--- src/rtl/uart_rx_port.sv ---
// uart_rx_port: CPU-readable 8N1 serial receive port with an 8-entry FIFO.
//
// A 2-flop synchroniser feeds a mid-bit sampling receiver. Received bytes go
// into a FIFO. The CPU can read two registers. Each read is edge-detected, so
// only the first clk of a read strobe has any side effect.
//
// Ports:
//   clk        system clock
//   reset      asynchronous, active-high; clears all state
//   rx         serial line, idle high, asynchronous to clk
//   read       bus read strobe (level, held for many clks per access)
//   addr       register select: 0 = data (pops FIFO head), 1 = status
//   data_out   registered read data, loaded on the read rising edge
//   data_ready high while the FIFO is non-empty
//
// Status register: bit0 not empty, bit1 full, bit2 OVR (sticky),
//                  bit3 FERR (sticky), bits 7:4 zero.
module uart_rx_port #(
   parameter int unsigned CLKS_PER_BIT = 547,
   parameter int unsigned FIFO_AW      = 3
) (
   input  logic       clk,
   input  logic       reset,
   input  logic       rx,
   input  logic       read,
   input  logic       addr,
   output logic [7:0] data_out,
   output logic       data_ready
);

   localparam int unsigned DEPTH = 2 ** FIFO_AW;
   localparam int unsigned CW    = $clog2(CLKS_PER_BIT);
   localparam logic [CW-1:0]      FULL_LD = CW'(CLKS_PER_BIT - 1);
   localparam logic [CW-1:0]      HALF_LD = CW'(CLKS_PER_BIT / 2 - 1);
   localparam logic [FIFO_AW:0]   CNT_MAX = {1'b1, {FIFO_AW{1'b0}}};

   typedef enum logic [2:0] {S_IDLE, S_START, S_DATA, S_STOP, S_BREAK} state_t;

   state_t           state, state_nx;
   logic             rx_s1, rxs;
   logic [CW-1:0]    cnt, cnt_nx;
   logic [2:0]       idx, idx_nx;
   logic [7:0]       shreg, shreg_nx;
   logic             push, ferr_set;

   logic [7:0]       mem [DEPTH];
   logic [FIFO_AW-1:0] wr_ptr, rd_ptr;
   logic [FIFO_AW:0] count, count_nx;
   logic             full, empty, push_ok, pop, ovr_set;
   logic             ovr, ferr, read_q, rd_edge;
   logic [7:0]       status;

   // Synchroniser and receiver state registers
   always_ff @(posedge clk or posedge reset) begin
      if (reset) begin
         rx_s1 <= 1'b1;
         rxs   <= 1'b1;
         state <= S_IDLE;
         cnt   <= '0;
         idx   <= '0;
         shreg <= '0;
      end else begin
         rx_s1 <= rx;
         rxs   <= rx_s1;
         state <= state_nx;
         cnt   <= cnt_nx;
         idx   <= idx_nx;
         shreg <= shreg_nx;
      end
   end

   // Receiver next-state logic. Each bit is sampled when the counter hits 0.
   always_comb begin
      state_nx = state;
      cnt_nx   = cnt;
      idx_nx   = idx;
      shreg_nx = shreg;
      push     = 1'b0;
      ferr_set = 1'b0;
      unique case (state)
         S_IDLE: begin
            if (!rxs) begin
               state_nx = S_START;
               cnt_nx   = HALF_LD;
            end
         end
         S_START: begin
            if (cnt == '0) begin
               if (!rxs) begin
                  state_nx = S_DATA;
                  cnt_nx   = FULL_LD;
                  idx_nx   = '0;
               end else begin
                  state_nx = S_IDLE;
               end
            end else begin
               cnt_nx = cnt - CW'(1);
            end
         end
         S_DATA: begin
            if (cnt == '0) begin
               shreg_nx[idx] = rxs;
               cnt_nx        = FULL_LD;
               if (idx == 3'd7) state_nx = S_STOP;
               else             idx_nx   = idx + 3'd1;
            end else begin
               cnt_nx = cnt - CW'(1);
            end
         end
         S_STOP: begin
            if (cnt == '0) begin
               if (rxs) begin
                  push     = 1'b1;
                  state_nx = S_IDLE;
               end else begin
                  ferr_set = 1'b1;
                  state_nx = S_BREAK;
               end
            end else begin
               cnt_nx = cnt - CW'(1);
            end
         end
         S_BREAK: begin
            if (rxs) state_nx = S_IDLE;
         end
         default: state_nx = S_IDLE;
      endcase
   end

   // FIFO and bus interface
   assign empty   = (count == '0);
   assign full    = (count == CNT_MAX);
   assign rd_edge = read & ~read_q;
   assign pop     = rd_edge & ~addr & ~empty;
   // A pop on the same clk frees a slot, so a push into a full FIFO still lands.
   assign push_ok = push & (~full | pop);
   assign ovr_set = push & full & ~pop;
   assign status  = {4'b0000, ferr, ovr, full, ~empty};

   always_comb begin
      count_nx = count;
      unique case ({push_ok, pop})
         2'b10:   count_nx = count + (FIFO_AW + 1)'(1);
         2'b01:   count_nx = count - (FIFO_AW + 1)'(1);
         default: count_nx = count;
      endcase
   end

   always_ff @(posedge clk) begin
      if (push_ok) mem[wr_ptr] <= shreg;
   end

   always_ff @(posedge clk or posedge reset) begin
      if (reset) begin
         wr_ptr     <= '0;
         rd_ptr     <= '0;
         count      <= '0;
         data_ready <= 1'b0;
         ovr        <= 1'b0;
         ferr       <= 1'b0;
         read_q     <= 1'b0;
         data_out   <= '0;
      end else begin
         read_q     <= read;
         count      <= count_nx;
         data_ready <= (count_nx != '0);
         if (push_ok) wr_ptr <= wr_ptr + FIFO_AW'(1);
         if (pop)     rd_ptr <= rd_ptr + FIFO_AW'(1);
         // Setting events win over the status-read clear on the same clk.
         if (ovr_set)             ovr <= 1'b1;
         else if (rd_edge & addr) ovr <= 1'b0;
         if (ferr_set)            ferr <= 1'b1;
         else if (rd_edge & addr) ferr <= 1'b0;
         if (rd_edge) begin
            if (addr)       data_out <= status;
            else if (empty) data_out <= '0;
            else            data_out <= mem[rd_ptr];
         end
      end
   end

endmodule

--- config.mk ---
export PLATFORM = sky130hd
export DESIGN_NAME = uart_rx_port
export DESIGN_NICKNAME = d
export VERILOG_FILES = /design/src/rtl/uart_rx_port.sv
export SDC_FILE = /design/constraint.sdc
export NUM_CORES = 1
export LEC_CHECK = 0
export ABC_AREA = 1
export BUFFER_PORTS_ARGS = -buffer_cell sky130_fd_sc_hd__buf_2
export CAP_MARGIN = 30
export CORE_MARGIN = 2
export CORE_UTILIZATION = 40
export DETAILED_ROUTE_END_ITERATION = 12
export SLEW_MARGIN = 10
export SYNTH_ARGS = -nofsm -noshare
export SYNTH_HDL_FRONTEND = slang
export SYNTH_SLANG_ARGS = --single-unit
--- constraint.sdc ---
create_clock -name clk -period 3.09 [get_ports clk]
set_clock_uncertainty 0.2 [all_clocks]
set_input_delay 0.309 -clock clk [delete_from_list [all_inputs] [get_ports clk]]
set_output_delay 0.309 -clock clk [all_outputs]
set_load 0.05 [all_outputs]
# == Word level (Yosys, flattened, before mapping) ==
# Memory sizes are Yosys's and may differ from the RTL's.
# Cells that the tools add are included.
# word_totals
inputBits,5
regBits,48
memories,1
ram_bits,64
output_inout_bits,9
# mem_list
name,words,width,rd,rd_ports_with_merged_regs,write_ports,line,rtl
mem,8,8,1,0,1,46,logic [7:0] mem [DEPTH];
# op_classes
bitwise_logic,13
n_addsub,6
mux,37
eq_ne,18
magnitude_cmp,2
reduce_logical,13
# ops
cell,count
two-way mux 10 bit,5
one-hot mux 10 bit (4 select lines),1
two-way mux 3 bit,11
!= test 2 bit (second input constant),9
two-way mux 8 bit,2
one-hot mux 3 bit (5 select lines),1
two-way mux 1 bit,12
zero test 10 bit,1
subtractor 10 x 1 -> 10 bit (second input constant),1
adder 3 x 1 -> 3 bit (second input constant),3
bitwise mux 8 bit,1
one-hot mux 4 bit (2 select lines),1
nonzero test 4 bit,2
bitwise AND 1 bit,7
equality test 3 x 2 -> 1 bit (second input constant),2
equality test 3 bit (second input constant),2
one-hot mux 3 bit (2 select lines),1
AND reduction 6 bit,1
nonzero test 2 bit,3
NOT 1 bit,5
AND reduction 5 bit,1
adder 4 x 1 -> 4 bit (second input constant),1
equality test 4 bit (second input constant),1
zero test 4 bit,1
14 further kinds,14

# == Longest topological paths before layout ==
# logic_depth
ltp_word,9
ltp_mapped,18
ltp_nobuf,18

# == Worst setup path before layout ==
# OpenSTA, ideal clock, no wires.
# synth_path
path_type,reg-to-reg
from,reg cnt[0]
to,reg data_ready
arrival_ns,2.337
stages_incl_launch_ff,17
setup_ns,0.126
path_slack_ns,0.427
required_ns,2.764
path_cell_list,dfrtp_1 inv_1 ha_1 nand3_2 nor2_4 nand2_4 nor2_8 inv_2 ha_1 nand2_1 inv_1 nor2_1 ha_1 o21ai_0 nand2_1 nor2_1 nand3_1
# synth_between
elab_chain_len,7
elab_cells_between_ends,8
cone_classes,2 x eq/ne; 3 x mux; 1 x bitwise; 2 x reduce/logical
# synth_rtl
element,line,rtl
start: declaration,41,"logic [CW-1:0] cnt, cnt_nx;"
start signal: assignment,66,cnt <= cnt_nx;
zero test 10 bit (*),111,if (cnt == '0) begin
two-way mux 1 bit (*),111,
two-way mux 1 bit (*),80,unique case (state)
bitwise AND 1 bit (*),136,assign push_ok = push & (~full | pop);
equality test 2 x 1 -> 1 bit / equality test 2 bit (equally long branches),142,"unique case ({push_ok, pop})"
one-hot mux 4 bit (2 select lines) (*),142,
nonzero test 4 bit (*),166,data_ready <= (count_nx != '0);
end signal: assignment,166,
end: declaration,28,output logic data_ready
# Every way passes the cells marked *; elsewhere a longest branch is shown, timed or not.
# A chain may end at the register's enable or synchronous reset.

# == Worst setup path in the final report ==
# Same ends and word-level chain as after synthesis.

==> qor.yml <==
clocking:
  clockBufferDepth: 2
  cts_buffers: 9
  cts-htree-levels: 3
  cts_sinks: 112
  path_clk_slew_ns: 0.07
  cts_tree: "yes"
  clkLatencyLatePin_ns: 0.35
  cts-root-buf: "clkbuf_16"
floorplan:
  rows: 41
  die_w_microns: 117.5
  start_util_pct: 40.82
  ios: 14
  core_sq_um: 12620
  dieHeight_microns: 117.5
  dieArea_sq_um: 13800
synth:
  yosysUniqueCellTypes: 31
  synth_top_cell_area_share_pct: 37.31
  synthCells: 540
  yosysSeqAreaShare_pct: 60.68
  post-synth-top-area-cell: "edfxtp_1"
  netlist_top_cells_area: "edfxtp_1, dfrtp_1, nand2_1, nand3_1, nor2_1"
  ys_seq_elements: 112
  syn_area_per_cell_sq_um: 9.539
  syn_nets: 554
  syn_area_sq_um: 5151
  ys_warn_count: 0
sta:
  slew_headroom_pct: 60.77
  finalHoldViolCount: 0
  period_share_pct: 91.79
  setup_viol: 0
  finalSetupTns_ns: 0
  fmax_mhz: 352.6
  rsz0062_at_grt: "no"
  tightest_slew_ns: 0.5885
  slew_viol_final: 0
  finalCriticalPeriod_ns: 2.836
routing:
  drc: 0
  ant_nets: 0
  drt_iter0_drc: 252
  routed_wl_microns: 10740
  vias_per_cell: 4.957
  drtPass1Iterations: 4
  vias: 3688
  wl_per_cell_microns: 14.44
worst_setup_path:
  end_kind: "flop"
  worstPathArrival_ns: 2.87
  path_max_fanout: 7
  crit_type: "flop to flop"
  startpoint_type: "flop"
  crit_required_ns: 3.12
  ff2ff_setup_slack_ns: 0.25
power:
  ir_drop_v: 0.0002757
  powerDensity_nw_per_um2: 661.6
  power.leakage_nw: 2.669
layout:
  layout_common_cells: "nand2_1, edfxtp_1, nor2_1"
  syn_to_final_growth_pct: 12.41
  drive_gt1_share_pct: 12.76
  diodes: 0
  final_common_cell: "nand2_1"
  design_area_sq_um: 5791
  layout.nets: 581
  nFillCells: 1207
run_status:
  outcome: "complete, no violations"
place:
  hpwl_microns: 7169
  gp_congestion: 0.8148
  place_area_sq_um: 5478
  port_buffers: 13
grt:
  grt_max_degree: 35
  gr-total-overflow: 0
  antenna_found_initial: 0
  grt_pass1_vias: 3326
  grt_pass1_wl_microns: 17170
  grtUsageTotal_pct: 15.90
job:
  drv_cap: 0
min_path:
  hold_class: "input port to flop"
## final cells by class
cell class / count / area (sq um) / share of cell area (%)
flip-flops and latches: 112 / 3126 / 53.98
multi-input cells: 360 / 1762 / 30.42
clock buffers: 11 / 232.7 / 4.019
well taps: 172 / 215.2 / 3.717
repair buffers: 30 / 212.7 / 3.673
inverters: 54 / 202.7 / 3.500
clock inverters: 5 / 40.04 / 0.6914
## path summary, 6_finish.rpt
check | depth (start not counted) | from | to
min in group asynchronous | 3 | reset | cnt[4]$_DFFE_PP0P_
hold reg to reg | 0 | rx_s1$_DFF_PP1_ | rxs$_DFF_PP1_
hold / removal | 3 | addr | data_out[0]$_DFFE_PP0N_
setup / recovery | 16 | cnt[0]$_DFFE_PP0P_ | data_ready$_DFF_PP0_
setup reg to reg | 16 | cnt[0]$_DFFE_PP0P_ | data_ready$_DFF_PP0_
max in group asynchronous | 4 | reset | rxs$_DFF_PP1_
## report_power, final
| part | leakage, nW | internal [W] | switching [W] |
|---|---|---|---|
| clock | 0.134 | 0.000555 | 0.000526 |
| sequential | 1.36 | 0.00166 | 0.000111 |
| combinational | 1.18 | 0.000289 | 0.000687 |
## routing by layer
metal,track usage [%],wire [microns],vias up
li1,-,-,1859
met1,20.69,5055,1754
met2,26.35,5197,62
met3,3.246,315,13
met4,5.949,171,0
met5,0,0,-
## through the flow
stage | setup slack, ns | hold slack [ns] | cells | total power (W) | utilization, %
after floorplan | 0.4275 | 0.1135 | 540 | 0.002532 | -
after global placement | 0.2782 | 0.1481 | 723 | 0.002755 | 43.25
after detailed placement | 0.1512 | 0.1199 | 724 | 0.002774 | 43.41
after CTS | 0.09937 | 0.06344 | 743 | 0.003858 | 45.81
after global routing | 0.03428 | 0.09115 | 744 | 0.004053 | 45.89
final | 0.2537 | 0.06598 | 744 | 0.003831 | 45.89
## critical path, cell delays in order (launching register included)
cell and delay [ns]:
dfrtp_1 0.36, inv_1 0.13, ha_1 0.23, nand3_2 0.11, nor2_4 0.16, nand2_4 0.09
nor2_8 0.16, inv_2 0.07, ha_1 0.23, nand2_1 0.09, inv_1 0.05, nor2_2 0.13
ha_1 0.25, o21ai_0 0.19, nand2_1 0.08, nor2_1 0.11, nand3_1 0.08
## cell families (layout without fill, tap and decap cells)
logic type	count (synthesis)	count (layout)	share of synthesized area, %
compound gates	73	73	7.749
xor+xnor	5	5	0.8501
fa+ha+maj	9	9	2.186
buf+inv	68	100	5.174
flops	112	112	60.68
simple gates	273	273	23.37
## sequential cells by signal, indices dropped and copies added (netlist names)
register	count
data_out	8
cnt	10
wr_ptr	3
mem	64
rxs	1
data_ready	1
ovr	1
rx_s1	1
read_q	1
ferr	1
idx	3
state	3
shreg	8
rd_ptr	3
count	4
## synthesized netlist by cell type
| cell | instances |
|---|---|
| buf_2 | 6 |
| or2_1 | 1 |
| nor3_1 | 9 |
| dfstp_2 | 2 |
| o211ai_1 | 10 |
| ha_1 | 9 |
| nor2_1 | 54 |
| nor2_8 | 1 |
| clkinv_1 | 1 |
| o22ai_1 | 1 |
| o21ai_0 | 33 |
| xor2_1 | 4 |
| or2_2 | 1 |
| a21oi_1 | 8 |
| xnor2_1 | 1 |
| a32oi_1 | 1 |
| nand4_1 | 5 |
| nor2_2 | 7 |
| nand2_1 | 139 |
| nand2_4 | 3 |
| inv_2 | 9 |
| a21oi_2 | 1 |
| dfrtp_1 | 46 |
| nor2_4 | 2 |
| clkbuf_1 | 7 |
| nand3_1 | 48 |
| edfxtp_1 | 64 |
| o21ai_1 | 19 |
| buf_4 | 1 |
| inv_1 | 44 |
| nand3_2 | 3 |
## timing repair
action / in CTS / in global routing
setup buffers: 0 / 1
endpoints found under the hold margin: 17 / 0
hold buffers: 3 / 0
resized for setup: 0 / 2
setup endpoints to repair: 0 / 1
No activity file was read; power rests on OpenSTA's default activity.
